[config.mk]
export PLATFORM = sky130hd
export DESIGN_NAME = even_count_monitor
export DESIGN_NICKNAME = d
export VERILOG_FILES = /design/src/rtl/even_count_monitor.sv
export SDC_FILE = /design/constraint.sdc
export NUM_CORES = 1
export LEC_CHECK = 0
export BUFFER_PORTS_ARGS = -buffer_cell sky130_fd_sc_hd__buf_2
export CAP_MARGIN = 20
export CORE_MARGIN = 2
export CORE_UTILIZATION = 55
export CTS_BUF_LIST = sky130_fd_sc_hd__clkbuf_8
export CTS_CLUSTER_SIZE = 30
export DETAILED_ROUTE_END_ITERATION = 10
export PLACE_DENSITY_LB_ADDON = 0.25
export SLEW_MARGIN = 5
export SYNTH_ARGS = -nofsm -noshare
export SYNTH_HDL_FRONTEND = slang
export SYNTH_SLANG_ARGS = --single-unit
[constraint.sdc]
create_clock -name clk_i -period 3.15 [get_ports clk_i]
set_clock_uncertainty 0.1 [all_clocks]
set_input_delay 0.315 -clock clk_i [delete_from_list [all_inputs] [get_ports clk_i]]
set_output_delay 0.315 -clock clk_i [all_outputs]
set_load 0.005 [all_outputs]
[src/rtl/even_count_monitor.sv]
// ---------------------------------------------------------------------------
// even_count_monitor
//
// Purpose:
//   Receive-side checker for the sample stream of an even up/down counter.
//   Each strobe the sampled counter value is compared with the last accepted
//   even value. A legal move is 0 (hold), +2 (up) or -2 (down) modulo 2^N.
//   The block infers the count direction and flags odd values (parity) and
//   illegal steps. It pulses on wrap-around across 2^N-2 <-> 0, counts errors
//   with saturation, and reports lock after LOCK_LEN consecutive legal moving
//   steps.
//
// Parameters:
//   N        width of the monitored counter value (N >= 3)
//   LOCK_LEN legal moving steps needed before locked_o rises (1..15)
//   ERR_W    width of the saturating error counter
//
// Ports:
//   clk_i         clock, rising edge
//   rst_ni        asynchronous reset, active low
//   sample_i      din_i is valid this cycle
//   din_i         counter value being monitored
//   clear_i       synchronous clear of tracking state and error count
//   dir_o         inferred direction, 1 = up, 0 = down (valid when dir_valid_o)
//   dir_valid_o   a moving step has been seen since the last (re)sync
//   locked_o      LOCK_LEN consecutive legal moving steps seen
//   step_err_o    one-cycle pulse: illegal step
//   parity_err_o  one-cycle pulse: odd din_i
//   wrap_pulse_o  one-cycle pulse: legal step crossed 2^N-2 <-> 0
//   err_count_o   errors since reset/clear, saturates at all-ones
//   last_o        last accepted even value
// ---------------------------------------------------------------------------
module even_count_monitor #(
  parameter int N        = 4,
  parameter int LOCK_LEN = 3,
  parameter int ERR_W    = 8
) (
  input  logic             clk_i,
  input  logic             rst_ni,
  input  logic             sample_i,
  input  logic [N-1:0]     din_i,
  input  logic             clear_i,
  output logic             dir_o,
  output logic             dir_valid_o,
  output logic             locked_o,
  output logic             step_err_o,
  output logic             parity_err_o,
  output logic             wrap_pulse_o,
  output logic [ERR_W-1:0] err_count_o,
  output logic [N-1:0]     last_o
);

  // LOCK_LEN is at most 15, so a 4-bit run counter always suffices.
  localparam int             RUN_W    = 4;
  localparam logic [RUN_W-1:0] RUN_MAX = RUN_W'(LOCK_LEN);

  // Delta of an up step, and the largest even value 2^N-2, which is also the
  // delta of a down step (-2 mod 2^N).
  localparam logic [N-1:0] STEP_UP  = N'(2);
  localparam logic [N-1:0] TOP_EVEN = {{(N-1){1'b1}}, 1'b0};

  typedef enum logic [1:0] {
    S_EMPTY  = 2'd0,  // no reference value held
    S_PRIMED = 2'd1,  // reference held, direction unknown
    S_TRACK  = 2'd2   // reference held, direction known
  } state_e;

  state_e state_q, state_d;

  logic [N-1:0]     last_q, last_d;
  logic             dir_q, dir_d;
  logic             dir_valid_q, dir_valid_d;
  logic             locked_q, locked_d;
  logic [RUN_W-1:0] run_q, run_d;
  logic [ERR_W-1:0] err_count_q, err_count_d;
  logic             step_err_q, step_err_d;
  logic             parity_err_q, parity_err_d;
  logic             wrap_q, wrap_d;

  // -------------------------------------------------------------------------
  // Step classification against the held reference
  // -------------------------------------------------------------------------
  logic [N-1:0]     delta;
  logic             is_odd;
  logic             is_hold;
  logic             is_up;
  logic             is_down;
  logic             is_move;
  logic             have_ref;
  logic             wrap_hit;
  logic [RUN_W-1:0] run_inc;
  logic [ERR_W-1:0] err_inc;

  always_comb begin
    delta    = din_i - last_q;  // wraps modulo 2^N by width
    is_odd   = din_i[0];
    is_hold  = (delta == '0);
    is_up    = (delta == STEP_UP);
    is_down  = (delta == TOP_EVEN);
    is_move  = is_up | is_down;
    have_ref = (state_q != S_EMPTY);

    // A legal move only crosses the boundary in these two exact cases.
    wrap_hit = (is_up   && (last_q == TOP_EVEN) && (din_i == '0)) ||
               (is_down && (last_q == '0)       && (din_i == TOP_EVEN));

    run_inc  = (run_q >= RUN_MAX) ? run_q : run_q + RUN_W'(1);
    err_inc  = (&err_count_q) ? err_count_q : err_count_q + ERR_W'(1);
  end

  // -------------------------------------------------------------------------
  // FSM: state register
  // -------------------------------------------------------------------------
  always_ff @(posedge clk_i or negedge rst_ni) begin
    if (!rst_ni) begin
      state_q <= S_EMPTY;
    end else begin
      state_q <= state_d;
    end
  end

  // -------------------------------------------------------------------------
  // FSM: next-state logic
  // -------------------------------------------------------------------------
  always_comb begin
    state_d = state_q;
    if (clear_i) begin
      state_d = S_EMPTY;
    end else if (sample_i) begin
      if (is_odd) begin
        // Parity error drops the reference regardless of the current state.
        state_d = S_EMPTY;
      end else if (!have_ref) begin
        state_d = S_PRIMED;
      end else if (is_move) begin
        state_d = S_TRACK;
      end else if (!is_hold) begin
        // Illegal step: resync on the new value, direction unknown again.
        state_d = S_PRIMED;
      end
    end
  end

  // -------------------------------------------------------------------------
  // FSM: output / datapath next-value logic
  // -------------------------------------------------------------------------
  always_comb begin
    last_d       = last_q;
    dir_d        = dir_q;
    dir_valid_d  = dir_valid_q;
    locked_d     = locked_q;
    run_d        = run_q;
    err_count_d  = err_count_q;
    step_err_d   = 1'b0;
    parity_err_d = 1'b0;
    wrap_d       = 1'b0;

    if (clear_i) begin
      // Clear wins over a same-cycle sample; no pulses are produced.
      last_d      = '0;
      dir_d       = 1'b0;
      dir_valid_d = 1'b0;
      locked_d    = 1'b0;
      run_d       = '0;
      err_count_d = '0;
    end else if (sample_i) begin
      if (is_odd) begin
        // Parity takes precedence over step classification. last_q is kept
        // but stops being a reference because the state returns to EMPTY.
        parity_err_d = 1'b1;
        err_count_d  = err_inc;
        dir_valid_d  = 1'b0;
        locked_d     = 1'b0;
        run_d        = '0;
      end else if (!have_ref) begin
        last_d = din_i;
      end else if (is_hold) begin
        // Hold: nothing moves, lock status is retained.
      end else if (is_move) begin
        // Reversals are legal and keep accumulating the run.
        last_d      = din_i;
        dir_d       = is_up;
        dir_valid_d = 1'b1;
        run_d       = run_inc;
        locked_d    = (run_inc >= RUN_MAX);
        wrap_d      = wrap_hit;
      end else begin
        step_err_d  = 1'b1;
        err_count_d = err_inc;
        last_d      = din_i;
        dir_valid_d = 1'b0;
        locked_d    = 1'b0;
        run_d       = '0;
      end
    end
  end

  // -------------------------------------------------------------------------
  // Datapath / output registers
  // -------------------------------------------------------------------------
  always_ff @(posedge clk_i or negedge rst_ni) begin
    if (!rst_ni) begin
      last_q       <= '0;
      dir_q        <= 1'b0;
      dir_valid_q  <= 1'b0;
      locked_q     <= 1'b0;
      run_q        <= '0;
      err_count_q  <= '0;
      step_err_q   <= 1'b0;
      parity_err_q <= 1'b0;
      wrap_q       <= 1'b0;
    end else begin
      last_q       <= last_d;
      dir_q        <= dir_d;
      dir_valid_q  <= dir_valid_d;
      locked_q     <= locked_d;
      run_q        <= run_d;
      err_count_q  <= err_count_d;
      step_err_q   <= step_err_d;
      parity_err_q <= parity_err_d;
      wrap_q       <= wrap_d;
    end
  end

  assign dir_o        = dir_q;
  assign dir_valid_o  = dir_valid_q;
  assign locked_o     = locked_q;
  assign step_err_o   = step_err_q;
  assign parity_err_o = parity_err_q;
  assign wrap_pulse_o = wrap_q;
  assign err_count_o  = err_count_q;
  assign last_o       = last_q;

endmodule

==> impl_metrics.py, run 1 <==
metrics = {
    "outcome": {
        "outcome": "finished, final reports clean",
    },
    "critical_path": {
        "reg2regPathDepth": 8,
        "cp_max_fo": 13,
        "end_kind": "flop",
        "timing.rr.end": "err_count_o[7]",
        "arrival_ps": 2790,
        "r2r-start": "last_o[1]",
        "cp-start-kind": "flop",
        "worst-setup-path-type": "reg2reg",
        "crit_chain": "ha_1, inv_1, fa_1, xnor3_2, xor2_4, o211ai_4, nor4_1, mux2_2",
        "crit_path_max_incr_delay_ps": 420,
        "reg2reg_slack_ps": 420,
        "crit_slowest_cell": "dfrtp_1",
        "crit_required_ps": 3200,
    },
    "global_routing": {
        "antenna_found_initial": 0,
        "grt_overflow": 0,
        "grt_max_degree": 24,
        "grt_pass1_wl_um": 4170,
        "grt.total_usage_pct": 20.6,
        "grt_pass1_vias": 936,
    },
    "final_layout": {
        "nets": 163,
        "area_delta_synth_final_pct": 11.6,
        "design_area_um2": 1470,
        "nFillCells": 185,
        "drive_gt1_share_pct": 26.0,
        "finish.utilization_pct": 65.8,
        "n_antenna_cell": 0,
        "fin_cells": 178,
    },
    "flow_run": {
        "drv_cap": 0,
    },
    "placement": {
        "gp_congestion": 0.791,
        "post_dp_cell_area_um2": 1410,
        "dp_cells": 173,
        "portBuffers": 24,
        "post-place-ws_ps": 342,
        "dp_hpwl_um": 1850,
    },
    "min_path": {
        "hold_path_depth": 2,
        "hold_end": "step_err_o",
        "min_from": "din_i[0]",
        "hp-class": "in2reg",
    },
    "floorplan": {
        "die-width_um": 52.9,
        "core_um2": 2230,
        "die_h_um": 52.9,
        "ios": 26,
        "initial_utilization_pct": 58.9,
        "row_count": 17,
        "die-area_um2": 2800,
    },
    "timing": {
        "tns_ps": 0,
        "fin_ws_ps": 416,
        "finalSetupViolations": 0,
        "slew_viol_final": 0,
        "rsz0062_at_grt": "false",
        "post-route-min-period_ps": 2730,
        "min_period_over_period_pct": 86.8,
        "whs_ps": 225,
        "fmaxAchievable_mhz": 366,
        "hold_viol_final": 0,
    },
    "yosys": {
        "async_reset_ff_share_pct": 100,
        "seq_area_frac_synth_pct": 43.7,
        "ys_warn_count": 0,
        "yosysTopAreaCell": "dfrtp_1",
        "synth_nets": 138,
        "ys_types": 40,
        "ys_ff_latch": 23,
        "yosysMostFrequentCell": "dfrtp_1",
        "synth_flop_cell": "dfrtp_1",
        "synth_top_area_share_pct": 43.7,
        "synth_area_leaders": "dfrtp_1 (44%), mux2i_1 (3.8%), nor2_1 (3.1%), a21oi_1 (3.0%), o21ai_0 (3.0%)",
        "synth_edf_count": 0,
        "netlist_area_um2": 1320,
        "synthCells": 126,
        "ys_top_cells_by_count": "dfrtp_1 (23), nor2_1 (11), a21oi_1 (8), nand2_1 (8), o21ai_0 (8)",
        "avgSynthCellArea_um2": 10.4,
    },
    "cts": {
        "worstSkewPairLatency_ps": 260,
        "cts_buffers": 3,
        "post-cts-setup-buffer-count": 0,
        "cts_sinks": 23,
        "clk_pin_slew_ps": 80,
        "cts_tree": "done",
        "cts_root_buffer": "clkbuf_8",
        "cts_max_level": 1,
        "ctsLongestPathBuffers": 2,
    },
    "pwr": {
        "vdd.ir_drop.worst_mv": 0.343,
        "power.leakage_nw": 0.694,
        "p_per_area_nw_per_um2": 405,
        "p_total_uw": 595,
    },
    "route": {
        "wl_per_cell_um": 13.8,
        "drt_iter0_markers": 26,
        "ant_nets": 0,
        "vias": 1022,
        "drtPass1Iterations": 4,
        "remaining_drc_errors": 0,
        "vias_per_cell": 5.74,
        "wl_um": 2450,
    },
}
cell type report:
class                   count  area (um2)  area share [%]
multi-input cells          92         659            44.9
flip-flops and latches     23         576            39.2
repair buffers             25         130            8.86
clock buffers               3        41.3            2.81
well taps                  28        35.0            2.39
inverters                   6        22.5            1.53
clock inverters             1        5.00           0.341
power breakdown:
group	total [mW]	internal, mW	leakage, nW	switching [mW]
Combinational	0.105	0.0413	0.351	0.0638
Sequential	0.312	0.304	0.317	0.00819
Clock	0.178	0.0880	0.0255	0.0896
Total	0.595	0.433	0.694	0.162
what timing repair did:
action,in CTS,in global routing
hold buffers,1,0
resized for setup,0,0
endpoints found under the hold margin,23,0
worst max-delay path: cells and delay by family (launching register included):
family	cells	cell delay [ps]
AO/OA/AOI/OAI	1	180
XOR/XNOR	2	630
adder cells (fa/ha/maj)	2	570
buffers and inverters	1	50
flip-flops	1	420
multiplexers	1	370
AND/OR/NAND/NOR	1	300
worst max-delay path by stage:
stage	start	to	slack, ps	depth (start not counted)
final	last_o[1]	err_count_o[7]	420	8
after global routing	last_o[1]	err_count_o[7]	280	8
after CTS	last_o[1]	err_count_o[7]	420	8
after detailed placement	din_i[1]	err_count_o[7]	340	10
after global placement	din_i[1]	err_count_o[7]	440	10
after floorplan	last_o[1]	err_count_o[1]	640	9
cell usage in the layout, fill, tap and decap left out, types with 2 or more instances in the layout:
cell type and count:
buf_2 24, nor3b_1 2, o31ai_1 3, or3_2 2, a21oi_1 8, o21ai_0 8, or3_1 4, inv_1 6
ha_1 3, o21a_1 2, mux2i_1 5, clkbuf_8 3, nor3_1 4, nor4b_1 3, nor4_1 3, or2_2 2
nand3_1 4, or4_1 2, nor2_1 11, dfrtp_1 23, nand3b_1 2, nand2_1 8
sequential cells by signal, indices dropped and copies added, names as in the netlist:
register	cells
dir_o	1
dir_valid_o	1
err_count_o	8
last_o	3
locked_o	1
parity_err_o	1
run_q	4
state_q	2
step_err_o	1
wrap_pulse_o	1
layer usage:
metal	vias up	global-route usage, %	share of wire, %
li1	501	-	-
met1	501	26.8	46
met2	18	35.2	51
met3	2	3.39	2.9
met4	0	6.41	0.49
met5	-	0	0
logic make-up (layout without fill, tap and decap cells):
kind of cell,after synthesis,count (layout),synth area share (%)
compound gates,26,26,14.2
fa+ha+maj,4,4,4.37
xor+xnor,3,3,4.56
mux,6,6,4.66
other cells,1,1,0.285
simple gates,52,52,22.1
buf+inv,11,35,6.18
flops,23,23,43.7
No activity file was read; power rests on OpenSTA's default activity.
==> run 2, diff against run 1 <==
--- a/config.mk
+++ b/config.mk
@@ -5,7 +5,7 @@
 export SDC_FILE = /design/constraint.sdc
 export NUM_CORES = 1
 export LEC_CHECK = 0
-export BUFFER_PORTS_ARGS = -buffer_cell sky130_fd_sc_hd__buf_2
+export BUFFER_PORTS_ARGS = -buffer_cell sky130_fd_sc_hd__clkbuf_2
 export CAP_MARGIN = 20
 export CORE_MARGIN = 2
 export CORE_UTILIZATION = 55
==> constraint.sdc (replaced) <==
create_clock -name clk_i -period 3.15 [get_ports clk_i]
set_clock_uncertainty 0.1 [all_clocks]
set_input_delay 0.1575 -clock clk_i [delete_from_list [all_inputs] [get_ports clk_i]]
set_output_delay 0.1575 -clock clk_i [all_outputs]
set_load 0.005 [all_outputs]
==> impl_metrics.py, run 2 (same netlist as run 1, synthesis figures left out) <==
metrics = {
    "critical_path": {
        "crit_required_ps": 3210,
        "crit_slowest_cell": "dfrtp_1",
        "crit_family": "XOR/XNOR gates",
        "worst-setup-path-type": "reg2reg",
        "r2r-start": "last_o[1]",
        "end_kind": "flop",
        "cp_max_fo": 13,
        "cp-start-kind": "flop",
        "crit_path_start": "last_o[1]",
        "path_buf_inv": 1,
        "crit_path_max_incr_delay_ps": 420,
        "crit_chain": "ha_1, inv_1, fa_1, xnor3_2, xor2_4, o211ai_4, nor4_1, mux2_2",
        "arrival_ps": 2770,
    },
    "timing": {
        "post-route-min-period_ps": 2710,
        "max_slew_margin_pct": 62.4,
        "min_period_over_period_pct": 85.9,
        "hold_viol_final": 0,
        "slew_viol_final": 0,
        "rsz0062_at_grt": "false",
        "tns_ps": 0,
        "whs_ps": 48.5,
        "fmaxAchievable_mhz": 370,
        "finalSetupViolations": 0,
        "fin_ws_ps": 445,
        "worst_pin_slew_ps": 564,
    },
    "min_path": {
        "hp-class": "in2reg",
        "min_from": "din_i[0]",
    },
    "global_routing": {
        "grt_overflow": 0,
        "met1_usage_pct": 27.1,
        "grt_max_degree": 24,
        "grt_pass1_vias": 932,
        "grt-busiest-layer": "met2",
        "gr-usage-met2_pct": 31.5,
        "grt_pass1_wl_um": 4060,
        "antenna_found_initial": 0,
        "grt.total_usage_pct": 20.2,
        "use_met3_pct": 4.24,
    },
    "final_layout": {
        "area_delta_synth_final_pct": 11.6,
        "layout_common_cells": "clkbuf_2 (24), dfrtp_1 (23), nor2_1 (11)",
        "design_area_um2": 1470,
        "nFillCells": 178,
        "layout_commonest_cell": "clkbuf_2",
        "fin_cells": 178,
        "nets": 163,
        "n_antenna_cell": 0,
        "drive_gt1_share_pct": 26.0,
        "largest_register_ffs": 8,
    },
    "cts": {
        "hold_buffers": 1,
        "post-cts-setup-buffer-count": 0,
        "cts_sinks": 23,
        "cts_buffers": 3,
        "ctsLongestPathBuffers": 2,
        "cts_root_buffer": "clkbuf_8",
        "cts_max_level": 1,
        "clk_pin_slew_ps": 80,
        "cts_resized": 0,
        "cts_tree": "done",
        "worstSkewPairLatency_ps": 270,
    },
    "placement": {
        "portBuffers": 24,
        "dp_cells": 173,
        "post_dp_cell_area_um2": 1410,
        "gp_congestion": 0.767,
        "post-place-ws_ps": 473,
        "dp_hpwl_um": 1750,
    },
    "route": {
        "remaining_drc_errors": 0,
        "drtPass1Iterations": 4,
        "wl_um": 2420,
        "drt_iter0_markers": 32,
        "ant_nets": 0,
        "wl_per_cell_um": 13.6,
        "vias_per_cell": 5.71,
        "vias": 1016,
    },
    "outcome": {
        "outcome": "finished, final reports clean",
    },
    "pwr": {
        "vdd.ir_drop.worst_mv": 0.305,
        "p_per_area_nw_per_um2": 408,
        "power.leakage_nw": 0.681,
    },
    "floorplan": {
        "die_h_um": 52.9,
        "core_um2": 2230,
        "initial_utilization_pct": 58.9,
        "die-area_um2": 2800,
        "die-width_um": 52.9,
        "ios": 26,
        "row_count": 17,
    },
    "flow_run": {
        "drv_cap": 0,
    },
}
run 2: area by class of cell:
type,instances,area (um2),share of cell area [%]
clock buffer,3,41.3,2.81
clock inverter,1,5.00,0.341
inverter,6,22.5,1.53
multi-input combinational,92,659,44.9
sequential,23,576,39.2
tap,28,35.0,2.39
timing repair buffer,25,130,8.86
run 2: report_power, final:
| group | internal, mW | switching [mW] | total (mW) |
|---|---|---|---|
| sequential | 0.304 | 0.00820 | 0.312 |
| combinational | 0.0409 | 0.0630 | 0.104 |
| clock | 0.0884 | 0.0951 | 0.183 |
| total | 0.433 | 0.166 | 0.599 |
run 2: per-stage QoR:
stage	power [mW]	utilization, %
2_1_floorplan	0.398	-
3_3_place_gp	0.418	63.2
3_5_place_dp	0.420	63.2
4_1_cts	0.607	65.8
5_1_grt	0.631	65.8
6_report	0.599	65.8
run 2: routing by layer:
metal  up-vias  share of wire (%)
li1        504                  -
met1       479                 47
met2        28                 46
met3         5                5.1
met4         0                1.8
met5         -                  0
run 2: path summary, 6_finish.rpt:
check	endpoint	slack (ps)	cells after the start
setup / recovery	err_count_o[7]	440	8
hold / removal	step_err_o	50	2
setup reg to reg	err_count_o[7]	440	8
hold reg to reg	locked_o	390	2
max in group asynchronous	parity_err_o	2270	2
min in group asynchronous	err_count_o[2]	310	2
